==> src/rtl/i2s_tx_module.sv <==
// I2S master transmitter: divides clk_i into BCK/LRCK and serializes stereo
// sample pairs MSB-first, one BCK after each LRCK edge.
module i2s_tx_module #(
   parameter int unsigned FRAME_RES = 32,
   parameter int unsigned DATA_RES  = 24,
   parameter int unsigned BCK_DIV   = 4
) (
   input  logic                clk_i,
   input  logic                rst_ni,
   input  logic [DATA_RES-1:0] left_i,
   input  logic [DATA_RES-1:0] right_i,
   input  logic                valid_i,
   output logic                ready_o,
   output logic                bck_o,
   output logic                lrck_o,
   output logic                dat_o,
   output logic                underrun_o
);

   localparam int unsigned DIV_W = (BCK_DIV > 1) ? $clog2(BCK_DIV) : 1;
   localparam int unsigned K_W   = $clog2(2 * FRAME_RES);
   localparam int unsigned K_MAX = 2 * FRAME_RES - 1;

   if (FRAME_RES < 8 || FRAME_RES > 64 || DATA_RES > FRAME_RES - 1 || BCK_DIV < 2) begin : g_bad_params
      $error("i2s_tx_module: illegal parameter set");
   end

   logic [DIV_W-1:0]    div_q;
   logic                bck_q;
   logic                lrck_q;
   logic                dat_q;
   logic                ready_q;
   logic                underrun_q;
   logic                started_q;
   // primed_q low means the next falling edge enters k=0 instead of incrementing
   logic                primed_q;
   logic [K_W-1:0]      k_q;
   logic [DATA_RES-1:0] hold_l_q;
   logic [DATA_RES-1:0] hold_r_q;
   logic [DATA_RES-1:0] sh_l_q;
   logic [DATA_RES-1:0] sh_r_q;

   logic                div_tc;
   logic                fall;
   logic                load;
   logic                xfer;
   logic                right_slot;
   logic                data_slot;
   logic [K_W-1:0]      k_nxt;
   logic [K_W-1:0]      pos;

   // Edge detection and position of the bit about to be driven
   always_comb begin
      div_tc     = 1'b0;
      fall       = 1'b0;
      k_nxt      = '0;
      right_slot = 1'b0;
      pos        = '0;
      data_slot  = 1'b0;
      load       = 1'b0;
      xfer       = 1'b0;

      div_tc = (div_q == DIV_W'(BCK_DIV - 1));
      fall   = div_tc && bck_q;
      if (!primed_q || k_q == K_W'(K_MAX)) begin
         k_nxt = '0;
      end else begin
         k_nxt = k_q + K_W'(1);
      end
      right_slot = (k_nxt >= K_W'(FRAME_RES));
      pos        = right_slot ? (k_nxt - K_W'(FRAME_RES)) : k_nxt;
      data_slot  = (pos >= K_W'(1)) && (pos <= K_W'(DATA_RES));
      load       = fall && (k_nxt == '0);
      xfer       = valid_i && ready_q;
   end

   // BCK divider
   always_ff @(posedge clk_i or negedge rst_ni) begin
      if (!rst_ni) begin
         div_q <= '0;
         bck_q <= 1'b1;
      end else if (div_tc) begin
         div_q <= '0;
         bck_q <= ~bck_q;
      end else begin
         div_q <= div_q + DIV_W'(1);
      end
   end

   // Frame position, LRCK and serial data move only on BCK falling edges
   always_ff @(posedge clk_i or negedge rst_ni) begin
      if (!rst_ni) begin
         k_q      <= '0;
         primed_q <= 1'b0;
         lrck_q   <= 1'b1;
         dat_q    <= 1'b0;
         sh_l_q   <= '0;
         sh_r_q   <= '0;
      end else if (fall) begin
         k_q      <= k_nxt;
         primed_q <= 1'b1;
         lrck_q   <= right_slot;
         dat_q    <= 1'b0;
         if (load) begin
            sh_l_q <= ready_q ? '0 : hold_l_q;
            sh_r_q <= ready_q ? '0 : hold_r_q;
         end else if (data_slot) begin
            if (right_slot) begin
               dat_q  <= sh_r_q[DATA_RES-1];
               sh_r_q <= sh_r_q << 1;
            end else begin
               dat_q  <= sh_l_q[DATA_RES-1];
               sh_l_q <= sh_l_q << 1;
            end
         end
      end
   end

   // Holding register; ready_q doubles as its empty flag
   always_ff @(posedge clk_i or negedge rst_ni) begin
      if (!rst_ni) begin
         ready_q    <= 1'b1;
         started_q  <= 1'b0;
         underrun_q <= 1'b0;
         hold_l_q   <= '0;
         hold_r_q   <= '0;
      end else begin
         underrun_q <= load && ready_q && started_q;
         if (load && !ready_q) begin
            ready_q <= 1'b1;
         end
         if (xfer) begin
            hold_l_q  <= left_i;
            hold_r_q  <= right_i;
            ready_q   <= 1'b0;
            started_q <= 1'b1;
         end
      end
   end

   assign ready_o    = ready_q;
   assign bck_o      = bck_q;
   assign lrck_o     = lrck_q;
   assign dat_o      = dat_q;
   assign underrun_o = underrun_q;

endmodule

==> config.mk <==
export PLATFORM = sky130hd
export DESIGN_NAME = i2s_tx_module
export DESIGN_NICKNAME = d
export VERILOG_FILES = /design/src/rtl/i2s_tx_module.sv
export SDC_FILE = /design/constraint.sdc
export NUM_CORES = 1
export LEC_CHECK = 0
export BUFFER_PORTS_ARGS = -buffer_cell sky130_fd_sc_hd__buf_2
export CAP_MARGIN = 20
export CORE_AREA = 2 2 117 119
export DETAILED_ROUTE_END_ITERATION = 10
export DIE_AREA = 0 0 119 121
export PLACE_DENSITY = 0.58
export SKIP_LAST_GASP = 1
export SLEW_MARGIN = 30
export SYNTH_ARGS = -nofsm -noshare
export SYNTH_HDL_FRONTEND = slang
export SYNTH_SLANG_ARGS = --single-unit
export TNS_END_PERCENT = 50
==> constraint.sdc <==
create_clock -name clk_i -period 7.8 [get_ports clk_i]
set_input_delay 1.56 -clock clk_i [delete_from_list [all_inputs] [get_ports clk_i]]
set_output_delay 1.56 -clock clk_i [all_outputs]
set_load 0.005 [all_outputs]
==> results of run 1 <==
[routing by layer]
metal,up-vias,routed length [um]
met3,12,319
met2,42,4360
met1,1680,4700
met5,-,0
met4,0,136
li1,1671,-
[stage by stage]
step | instance area [um2] | utilization (%) | hold slack [ns] | setup slack [ns]
finish | 5860 | 44.8 | 0.427 | 4.52
global placement | 5520 | 42.2 | 0.414 | 4.73
detailed placement | 5580 | 42.6 | 0.422 | 4.83
global route | 5860 | 44.8 | 0.446 | 4.40
floorplan | 5110 | - | 0.403 | 5.30
CTS | 5860 | 44.8 | 0.430 | 4.48
[synth_stat cells (all sizes together) (10+ instances only)]
library cell / count / share of area (%)
nor2b: 23 / 2.8
nand2b: 26 / 3.2
mux2i: 23 / 4.5
nor2: 29 / 2.1
buf: 20 / 2.3
a21oi: 24 / 2.3
o21ai: 10 / 0.98
nand2: 14 / 1.0
a31oi: 46 / 5.6
dfrtp: 108 / 53
mux2: 49 / 11
clkbuf: 15 / 1.1
nand3b: 23 / 3.4
[layout by cell type (no fill, tap or decap), types with 2 or more instances in the layout]
master | Yosys | routed
mux2i_1 | 23 | 23
nor2b_1 | 23 | 23
ha_1 | 2 | 2
clkbuf_16 | 0 | 9
nand3_1 | 4 | 4
dfstp_2 | 3 | 3
clkinvlp_4 | 0 | 2
xor2_1 | 4 | 4
buf_2 | 9 | 54
buf_16 | 0 | 2
nand3b_1 | 23 | 23
clkinv_4 | 0 | 4
nor2_1 | 29 | 29
mux2_2 | 49 | 49
nand2_1 | 14 | 13
o21a_1 | 3 | 3
a32o_1 | 2 | 2
a21oi_1 | 24 | 24
dfrtp_1 | 108 | 108
nand2b_1 | 26 | 26
o21ai_0 | 9 | 9
a21o_1 | 2 | 2
buf_4 | 0 | 4
a31oi_1 | 46 | 45
inv_1 | 4 | 4
[area by class of cell]
type,count,area (um2)
Inverter,4,15.0
Fill cell,1248,7220
Sequential cell,111,2780
Clock inverter,7,58.8
Multi-Input combinational cell,298,2200
Clock buffer,9,225
Timing Repair Buffer,61,367
Tap cell,176,220
[flip-flops by register name, summed over array words and instances (netlist names), 2 cells and up]
register  cells
sh_l_q       24
hold_l_q     24
div_q         2
sh_r_q       24
hold_r_q     24
k_q           6
[logic make-up after synthesis]
family                     count (synthesis)
DFF                                      111
muxes                                     72
AOI/OAI and AO/OA                         93
adders and majority gates                  2
xor gates and xnor gates                   5
and+or+nand+nor                          126
buffers and inverters                     39
[report_power, final]
part	internal (uW)	leakage, uW	switching, uW
clock network	220	0.000132	220
registers	703	0.00141	67.6
logic	137	0.000917	64.7
[worst paths after layout]
kind                                from            to  slack (ns)
worst min register to register  div_q[0]      div_q[0]        0.43
worst min-delay path            div_q[0]      div_q[0]        0.43
worst max register to register    k_q[0]    sh_r_q[13]        4.83
worst max-delay path             ready_o       ready_o        4.52
min in group asynchronous         rst_ni  hold_r_q[10]        1.16
max in group asynchronous         rst_ni   hold_l_q[1]        5.62
==> summary.md, run 1 <==
| Metric | Value |
|---|---|
| Status | finished clean |
| DP Wirelength | 6060 um |
| Via density | 5.11 |
| Number of flops mapped to enable cells by yosys | 0 |
| Reg clk slew, reported paths | ~0.08 ns |
| Final Skew | between 0.009 and 0.01 ns |
| First-pass GRT wire length | roughly 17,000 um |
| Mapped Cells | 448 |
| Busiest layer in global routing | met2 |
| Cts repair resizes | 0 |
| Tot Pwr | 1410 uW |
| Vias in the first global route | 3,447 |
| Depth of the worst register-to-register path | 8 |
| PwrDens | 241 nW/um2 |
| Die Span X | roughly 120 um |
| Via count | 3,405 |
| Placeable Area | 13,100 um2 |
| Synth unique cells | 38 |
| Bufs and invs on worst path | 1 |
| Initial antenna violation count | 0 |
| Layout cells sized above 1 | 27.6% |
| Count of pins over their slew limit | 0 |
| Final setup fails | 0 |
| Drt first pass iters | 5 |
| Setup tns final | 0 ns |
| Slew @ Worst Pin | 0.866 ns |
| Max Cap Viol | 0 |
| Top_reg_cell synth | dfrtp_1 |
| Antenna diode count | 0 |
| Row Count | 42 |
| Crit path max-delay family | flip-flops |
| Top Ports | 56 |
| TritonCTS clock tree | yes |
| VDD IR-drop max | 121 uV |
| # hold bufs at CTS | 0 |
| CTS buffer count | 9 |
| Fin. Hold Viols | 0 |
| Yosys Warn Count | 0 |
| Min cycle time layout | ~3.3 ns |
| Slowest stage cell, crit path | dfstp_2 |
| Detailed-route wire length per cell | 14.3 um |
| Adder-Cell Fraction of Synth Area | 0.489% |
| XOR/XNOR Fraction of Synth Area | 1.00% |
| CTS H-tree depth | 3 |
| Post-CTS Setup Bufs | 0 |
| Post-Synth Simple-Gate Area | 14.1% |
| Fin crit share | between 40 and 50% |
| Mux contribution to synthesized area | between 15 and 20% |
| Fmax | roughly 0.30 GHz |
| Unrepaired setup endpoints after global routing | no |
| Number of remaining DRC errors | 0 |
| Die Y | 121 um |
| Critical path type | register to output pin |
| Starting DRC count in detailed routing | 266 |
| Syn Std Cell Area | approximately 5100 um2 |
| Synth Area in Compound Gates | between 10% and 20% |
| Port buffer count | 55 |
| Non-Filler Instances | approximately 670 |
| Crit-path max FO | 51 |
| Root Buffer | clkbuf_16 |
| Register bit total from synthesis | 111 |
| Largest net degree at the start of global routing | 76 |
| Post-synth ARST share | 100% |
| CP Launch Type | register |
| Met3 Track Usage GR | 3.57% |
| Clk sinks | 111 |
| Post-synthesis sequential area ratio | 54.4% |
| ANT nets after route | 0 |
| Worst path depth | 1 |
| Worst path max stage delay | 1.11 ns |
| Synthesized area per cell | 11.4 um2 |
| Cells after DPL | 650 |
| Worst EP arrival | 1.72 ns |
| Area Overhead vs Synth | 14.7% |
| Gr ovfl total | 0 |
| Slew HR | 42.3% |
| Main combinational cell family by area after synthesis | multiplexers |
| Drt total wl | between 9000 and 10,000 um |
| Crit. End Element | output pin |
| Die area | 14,400 um2 |
| GRT met1 Usage | about a fifth |
| Final #Nets | about 540 |
| Syn_nets | 501 |
| Clock Tree Buf Depth | 2 |
| GPL Wtd Cong | 0.761 |
| GRT met2 Usage | between 20% and 30% |
| Clock Latency Late Sink | roughly 0.36 ns |
| Required @ worst endpoint | 6.24 ns |
| P_leak | about 0.0025 uW |
| Critical-path cell list | buf_2 |
| Starting density of the core | 39.1% |
| Hold crit path type | register to register |
| Hold depth | 1 |
| GRT Total Usage | 14.3% |
Power figures use the tool's default switching activity.
==> inputs of run 2 (changes only) <==
Settings changed: ABC_AREA from default to 1, CORE_AREA 2 2 117 119 to 2 2 118 120, DIE_AREA 0 0 119 121 to 0 0 120 122.
Clock period 7.8 ns to 3.2 ns, I/O delays scaled along.
==> run 2 against run 1 <==
Sequential power increased to 2.5 times the previous value. Clock power is 150% higher. Largest power group unchanged. Largest cell class unchanged. Power rose to 2.6 times the previous value. Routed wire length rose by 16%. Critical endpoint is now sh_r_q[6]. Hold slack got worse by 0.12 ns. Worst setup slack got worse by 3.9 ns. Non-clock buffer count up 1.
==> summary.md, run 2 <==
| Metric | Value |
|---|---|
| Status | finished clean |
| Final setup fails | 0 |
| Psw | 1080 uW |
| Post-CTS Setup Bufs | 0 |
| Bufs and invs on worst path | 0 |
| Commonest cells after routing, fill and taps aside | 313 x nand2_1, 108 x dfrtp_1, 80 x nand3_1 |
| GPL Wtd Cong | 0.905 |
| Final #Nets | 774 |
| TritonCTS clock tree | yes |
| Largest net degree at the start of global routing | 67 |
| Final Skew | between 0.01 and 0.015 ns |
| CTS H-tree depth | 3 |
| Root Buffer | clkbuf_16 |
| Layout cells sized above 1 | 13.6% |
| Tot Pwr | between 3000 and 4000 uW |
| Via count | between 4,000 and 5,000 |
| Mapped Cells | between 600 and 700 |
| Internal | ~2600 uW |
| Drt first pass iters | 6 |
| Die area | 14,600 um2 |
| Crit path max-delay family | simple AND/OR/NAND/NOR gates |
| Area contributors post-synth | dfrtp_1 51%, nand2_1 22%, nand3_1 7.6% |
| Area Overhead vs Synth | 12.5% |
| Syn Std Cell Area | 5270 um2 |
| Slew HR | 59.5% |
| Slowest stage cell, crit path | nand2_2 |
| Critical R2R Launch | k_q[0] |
| Die Y | 122 um |
| Placed Area | approximately 5700 um2 |
| First-pass GRT wire length | 19,700 um |
| Storage cell area | 2780 um2 |
| # hold bufs at CTS | 0 |
| Placeable Area | 13,500 um2 |
| PwrDens | roughly 620 nW/um2 |
| Area of the multi-input gates | 2140 um2 |
| Critical-path cell list | ha_1, nand3_1, o21bai_4, nor2_1, nor2_1, nand3_1, nand3_2, nand2_2, nand2_1, nand2_1 |
| Number of flops mapped to enable cells by yosys | 0 |
| Die Span X | 120 um |
| Hold crit path type | input port to asynchronous set/reset pin |
| CP Launch Type | register |
| Starting density of the core | 39.0% |
| Gr ovfl total | 0 |
| Fin. Hold Viols | 0 |
| Fmax | 0.383 GHz |
| Clock Tree Buf Depth | 2 |
| Unrepaired setup endpoints after global routing | no |
| Antenna diode count | 0 |
| GRT Total Usage | 16.7% |
| ANT nets after route | 0 |
| Slew @ Worst Pin | between 0.6 and 0.7 ns |
| Number of remaining DRC errors | 0 |
| Critical path type | register to register |
| Post-synthesis sequential area ratio | 52.8% |
| Worst hold margin | ~0.3 ns |
| Top_reg_cell synth | dfrtp_1 |
| Commonest non-fill, non-tap cell in the layout | nand2_1 |
| Synth unique cells | 26 |
| Max Cap Viol | 0 |
| Syn_nets | 740 |
| Count of pins over their slew limit | 0 |
| Worst path max stage delay | 0.55 ns |
| Row Count | 43 |
| Setup crit start | k_q[0] |
| Via density | 4.78 |
| CTS buffer count | 9 |
| Register bit total from synthesis | 111 |
| Top Ports | 56 |
| Synth top cells by count | 313 x nand2_1, 108 x dfrtp_1, 80 x nand3_1, 40 x o21ai_0, 33 x inv_1 |
| Required @ worst endpoint | 3.49 ns |
| Drt total wl | 11,100 um |
| Initial antenna violation count | 0 |
| Min cycle time layout | 2.61 ns |
| Most common cell in the netlist | nand2_1 |
| Clk sinks | 111 |
| Reg clk slew, reported paths | approximately 0.080 ns |
| Final Core Density | between 40% and 50% |
| VDD IR-drop max | around 330 uV |
| Gate power share | about 18% |
| Worst EP arrival | 2.90 ns |
| Seq pwr share | 52.8% |
| Post-synth ARST share | between 90% and 100% |
| DP Wirelength | roughly 7100 um |
| Switching share of total power | 29.1% |
| Setup tns final | 0 ns |
| Port buffer count | 55 |
| Detailed-route wire length per cell | around 12 um |
| Area leader, netlist | dfrtp_1 |
| Post-Layout Inst Area | 5930 um2 |
| Starting DRC count in detailed routing | 281 |
| Clock Latency Late Sink | 0.35 ns |
| Final-layout fill cell count | 1,379 |
| Synthesized area per cell | 7.67 um2 |
| Fin crit share | 81.6% |
| Yosys Warn Count | 0 |
| Crit-path max FO | 25 |
| Vias in the first global route | 4,340 |
| P_leak | 0.00318 uW |
| Clock power frac | between 20% and 30% |
| Crit. End Element | register |
| Cts repair resizes | 0 |
| Synth top area share | 51.3% |
-- run 2: cell count changes after synthesis, moves of 6 or more --
cell / delta
nand3_1: +76
nand2b_1: -26
inv_1: +29
inv_2: +6
a21oi_1: -22
o21ai_0: +31
o21ai_1: +13
nand3b_1: -23
nor2b_1: -23
nand2_1: +299
mux2_2: -49
mux2i_1: -23
a31oi_1: -46
-- run 2: kinds of logic after synthesis --
group	synth area share, %
and+or+nand+nor	34.4
DFF	52.8
buffers and inverters	6.57
AOI/OAI and AO/OA	5.82
adders and majority gates	0.475
-- run 2: layout make-up --
class                   count  area share [%]
flip-flops and latches    111            46.9
clock inverters             3           0.316
well taps                 180            3.80
multi-input cells         498            36.1
inverters                  39            2.47
clock buffers              13            4.39
repair buffers             62            5.99
-- run 2: path summary, 6_finish.rpt --
check,endpoint,slack [ns],cells after the start
max,sh_r_q[6],0.59,10
min,sh_l_q[3],0.31,1
max reg2reg,sh_r_q[6],0.59,10
min reg2reg,div_q[0],0.45,1
max in group asynchronous,ready_o,2.11,2
min in group clk_i,div_q[0],0.45,1
-- run 2: layer usage --
metal | global-route usage [%] | vias up | share of wire (%)
met5 | 0 | - | 0
met4 | 7.13 | 0 | 2.1
met3 | 3.89 | 22 | 3.1
met2 | 27.0 | 81 | 48
met1 | 21.6 | 2009 | 47
li1 | - | 2215 | -
-- run 2: power groups by stage --
stage                     Sequential (uW)  Clock [uW]  Combinational, uW
after floorplan                      1920           0                521
after global placement               1970           0                667
after detailed placement             1980           0                687
after CTS                            1960        1120                693
after global routing                 2000        1170                820
final                                1960        1080                672
-- run 2: through the flow --
stage                     instances  setup WS [ns]
after global placement          890          0.679
after global routing            906          0.254
after detailed placement        890          0.625
final                           906          0.588
after CTS                       906          0.602
after floorplan                 687           1.33
-- run 2: worst register-to-register path: stages, from the launching register on --
cell and delay, ns:
dfrtp_1 0.44, ha_1 0.26, nand3_1 0.16, o21bai_4 0.10, nor2_1 0.20, nor2_1 0.08, nand3_1 0.14, nand3_2 0.45
nand2_2 0.56, nand2_1 0.11, nand2_1 0.07
